**config.mk**
```make
export PLATFORM = sky130hd
export DESIGN_NAME = pla_vector_sweeper
export DESIGN_NICKNAME = d
export VERILOG_FILES = /design/src/rtl/pla_vector_sweeper.sv
export SDC_FILE = /design/constraint.sdc
export NUM_CORES = 1
export LEC_CHECK = 0
export CAP_MARGIN = 0
export CORE_ASPECT_RATIO = 1.5
export CORE_MARGIN = 2
export CORE_UTILIZATION = 50
export DETAILED_ROUTE_END_ITERATION = 8
export MAX_ROUTING_LAYER = met4
export PLACE_DENSITY_LB_ADDON = 0.25
export SKIP_CTS_REPAIR_TIMING = 1
export SYNTH_ARGS = -nofsm -noshare
export SYNTH_HDL_FRONTEND = slang
export SYNTH_SLANG_ARGS = --single-unit
```
**constraint.sdc**
```tcl
create_clock -name clk -period 2.8 [get_ports clk]
set_clock_uncertainty 0.1 [all_clocks]
set_input_delay 0.56 -clock clk [delete_from_list [all_inputs] [get_ports clk]]
set_output_delay 0.56 -clock clk [all_outputs]
set_load 0.1 [all_outputs]
```
**src/rtl/pla_vector_sweeper.sv**
```systemverilog
// Stimulus sweeper and response capture for a combinational PLA core.
// Walks an inclusive vector range, counting onsets and signing the responses.
module pla_vector_sweeper #(
    parameter int          N_IN     = 21,
    parameter logic [31:0] SIG_SEED = 32'h0000_0000,
    parameter logic [31:0] SIG_POLY = 32'h04C1_1DB7
) (
    input  logic            clk,
    input  logic            rst,
    input  logic            start,
    input  logic [N_IN-1:0] cfg_first,
    input  logic [N_IN-1:0] cfg_last,
    output logic [N_IN-1:0] vec_out,
    output logic            vec_valid,
    input  logic            vec_ready,
    input  logic            y_in,
    output logic            busy,
    output logic            done,
    output logic [N_IN:0]   onset_count,
    output logic [31:0]     signature
);

    typedef enum logic [1:0] {
        S_IDLE,
        S_RUN,
        S_DONE
    } state_t;

    state_t          state_q, state_d;
    logic [N_IN-1:0] vec_q, vec_d;
    logic [N_IN-1:0] last_q, last_d;
    logic [N_IN:0]   cnt_q, cnt_d;
    logic [31:0]     sig_q, sig_d;
    logic            fb;

    always_comb begin
        state_d = state_q;
        vec_d   = vec_q;
        last_d  = last_q;
        cnt_d   = cnt_q;
        sig_d   = sig_q;
        fb      = sig_q[31] ^ y_in;
        unique case (state_q)
            S_IDLE, S_DONE: begin
                if (start) begin
                    vec_d   = cfg_first;
                    last_d  = cfg_last;
                    cnt_d   = '0;
                    sig_d   = SIG_SEED;
                    state_d = (cfg_first > cfg_last) ? S_DONE : S_RUN;
                end
            end
            S_RUN: begin
                if (vec_ready) begin
                    cnt_d = cnt_q + {{N_IN{1'b0}}, y_in};
                    sig_d = {sig_q[30:0], 1'b0} ^ (fb ? SIG_POLY : 32'h0);
                    // Compare before incrementing so an all-ones last never wraps
                    if (vec_q == last_q) begin
                        state_d = S_DONE;
                    end else begin
                        vec_d = vec_q + 1'b1;
                    end
                end
            end
            default: state_d = S_IDLE;
        endcase
    end

    always_ff @(posedge clk) begin
        if (rst) begin
            state_q <= S_IDLE;
            vec_q   <= '0;
            last_q  <= '0;
            cnt_q   <= '0;
            sig_q   <= SIG_SEED;
        end else begin
            state_q <= state_d;
            vec_q   <= vec_d;
            last_q  <= last_d;
            cnt_q   <= cnt_d;
            sig_q   <= sig_d;
        end
    end

    assign vec_out     = vec_q;
    assign vec_valid   = (state_q == S_RUN);
    assign busy        = (state_q == S_RUN);
    assign done        = (state_q == S_DONE);
    assign onset_count = cnt_q;
    assign signature   = sig_q;

endmodule

```
==> flow_summary.ini <==
[clock_tree]
cts-buffers-inserted = 9
root_buffer = clkbuf_16
clock-sinks = 98
h-tree-depth = 3
clockBufferDepth = 2
cts_tree = done
clk_pin_slew_ns = 0.07
clk_latency_ns = 0.35

[die]
pin_count = 125
dieArea_um2 = 11300
core_area_um2 = 10100
start_util = 0.515
row_count = 45
fp.dieH_um = 129
die_w_um = 87.4

[global_route]
grt_pass1_vias = 4902
met2_usage = 0.447
grtUsageMet3 = 0.0389
use_met1 = 0.300
antenna_found_initial = 0
grt_max_degree = 71
grt.total_usage = 0.269
overflow = 0
grt_pass1_wl_mm = 23.3
top_usage_layer = met2

[logic_synthesis]
syn_area_per_cell_um2 = 7.93
synth_cells = 658
synth-seq-area-share = 0.376
syn-num-nets = 729
synth_edf_count = 0
synthTopCellsByArea = dfxtp_1, a21oi_1, nand2_1
yosys_register_bits = 98
synth_top_area_cell = dfxtp_1
async_flop_share = 0
synth_ff_type = dfxtp_1
synthesis.area_um2 = 5220
yosysMostFrequentCell = dfxtp_1
synth_cell_types = 52
yosysTopAreaCellShare = 0.376
synth_common_cells = dfxtp_1, nand2_1, a21oi_1
yosysWarningCount = 0

[critical_path]
crit_type = in -> reg
crit_fanout = 3
worstPathArrival_ns = 2.59
worstPathRequired_ns = 2.94
critPathLaunchType = input port
cp-end-kind = flop

[layout]
fin_nets = 840
diodes = 0
ff_latch_area_um2 = 1960
design_area_um2 = 6660
drive_gt1_frac = 0.174
n_fill_cell = 914
areaGrowthSynthToFinish_pct = 27.6
multi_input_area_um2 = 2930

[power]
p_int_uw = 2510
seq_power_share = 0.398
swShare = 0.362
pwr_density_cell_nw_per_um2 = 590
clkPwrFrac = 0.322
comb_power_share = 0.281
ir_worst_vdd_v = 0.000339
p_leak_uw = 0.00280
p_switching_uw = 1420

[timing]
layout_setup_ws_ns = 0.351
rsz0062_at_grt = false
slew_violations = 0
finalHoldViolCount = 0
period_share = 0.875
fmax_ghz = 0.408
setup_violations = 0
fin_crit_ns = 2.45
slew_headroom = 0.488
worstMarginPinSlew_ns = 0.768

[outcome]
outcome = completed

[hold_path]
hold_class = reg -> reg

[run]
drv_cap = 0

[place]
hpwlAfterDp_mm = 10.7
placed_cell_area_um2 = 6350
dpl_worst_slack_ns = -0.00337
portBuffers = 124
gp_congestion = 0.973

[route]
drt-pass1-iter-count = 4
antenna_left = 0
drt_iter0_drc = 200
wl_per_cell_um = 16.5
drc = 0
vias = 5162
drt-vias-per-instance = 5.79
routed_wl_mm = 14.7
flip-flops by register name (all words and copies together) (netlist names):
name,flops
last_q,21
onset_count,22
signature,32
state_q,2
vec_out,21
metrics by stage:
stage,std cells,total power (µW),util,hold WS [ns],setup TNS [ns]
5_1_grt,891,4080,0.657,0.386,0
6_report,891,3930,0.657,0.366,0
3_3_place_gp,875,2670,0.627,0.355,0
3_5_place_dp,875,2690,0.627,0.360,-0.00337
4_1_cts,891,3940,0.657,0.369,0
2_1_floorplan,658,2370,-,0.348,0
power groups by stage:
stage                     combinational, µW  sequential, µW  clock (µW)
final                                  1100            1560        1260
after global routing                   1170            1570        1340
after CTS                              1100            1560        1280
after detailed placement               1090            1590           0
after global placement                 1080            1590           0
after floorplan                         489            1880           0
cells in the final DEF, fill, tap and decap left out, types with 12 or more instances in the layout:
| cell type | synthesis | layout |
|---|---|---|
| nor2_1 | 71 | 71 |
| buf_4 | 5 | 93 |
| clkdlybuf4s50_1 | 0 | 45 |
| o21ai_0 | 14 | 14 |
| ha_1 | 24 | 24 |
| a31oi_1 | 16 | 16 |
| dfxtp_1 | 98 | 96 |
| xnor2_1 | 25 | 25 |
| nand4_1 | 12 | 12 |
| nand3_1 | 40 | 40 |
| nand2_1 | 95 | 95 |
| a21oi_1 | 77 | 77 |
| inv_1 | 26 | 26 |
| xor2_1 | 30 | 30 |
area by class of cell:
cell class / count / area share
clock buffer: 10 / 0.0344
clock inverter: 6 / 0.0109
inverter: 28 / 0.0158
multi-input combinational: 490 / 0.439
sequential: 98 / 0.295
tap: 117 / 0.0220
timing repair buffer: 142 / 0.182
kinds of logic after synthesis:
family,count (synthesis),share of synthesized area
compound gates,142,0.170
xor+xnor,55,0.0923
fa+ha+maj,24,0.0576
buf+inv,70,0.0633
flops,98,0.376
mux,3,0.00600
simple gates,266,0.235
per-layer routing:
layer / routed length (µm) / vias up / part of all wire
li1: - / 2488 / -
met1: 5560 / 2398 / 0.38
met2: 7450 / 222 / 0.51
met3: 893 / 54 / 0.061
met4: 799 / 0 / 0.054
met5: 0 / - / 0
worst paths after layout:
kind	start	endpoint	slack, ns	depth (start not counted)
min reg2reg	last_q[12]$_SDFFE_PP0P_	last_q[12]$_SDFFE_PP0P_	0.37	2
min	last_q[12]$_SDFFE_PP0P_	last_q[12]$_SDFFE_PP0P_	0.37	2
max reg2reg	vec_out[19]$_SDFFE_PP0P_	vec_out[14]$_SDFFE_PP0P_	0.37	8
max	cfg_last[12]	state_q[0]$_SDFFE_PP0P_	0.35	9
critical path, stage by stage:
cell and delay (ns):
clkdlybuf4s50_1 0.49, inv_1 0.05, ha_1 0.31, nand4_1 0.19, nor4_1 0.37, o21ai_0 0.15, o21ai_0 0.09, o21ai_0 0.12
a31o_2 0.26
(Power assumes the default switching activity.)
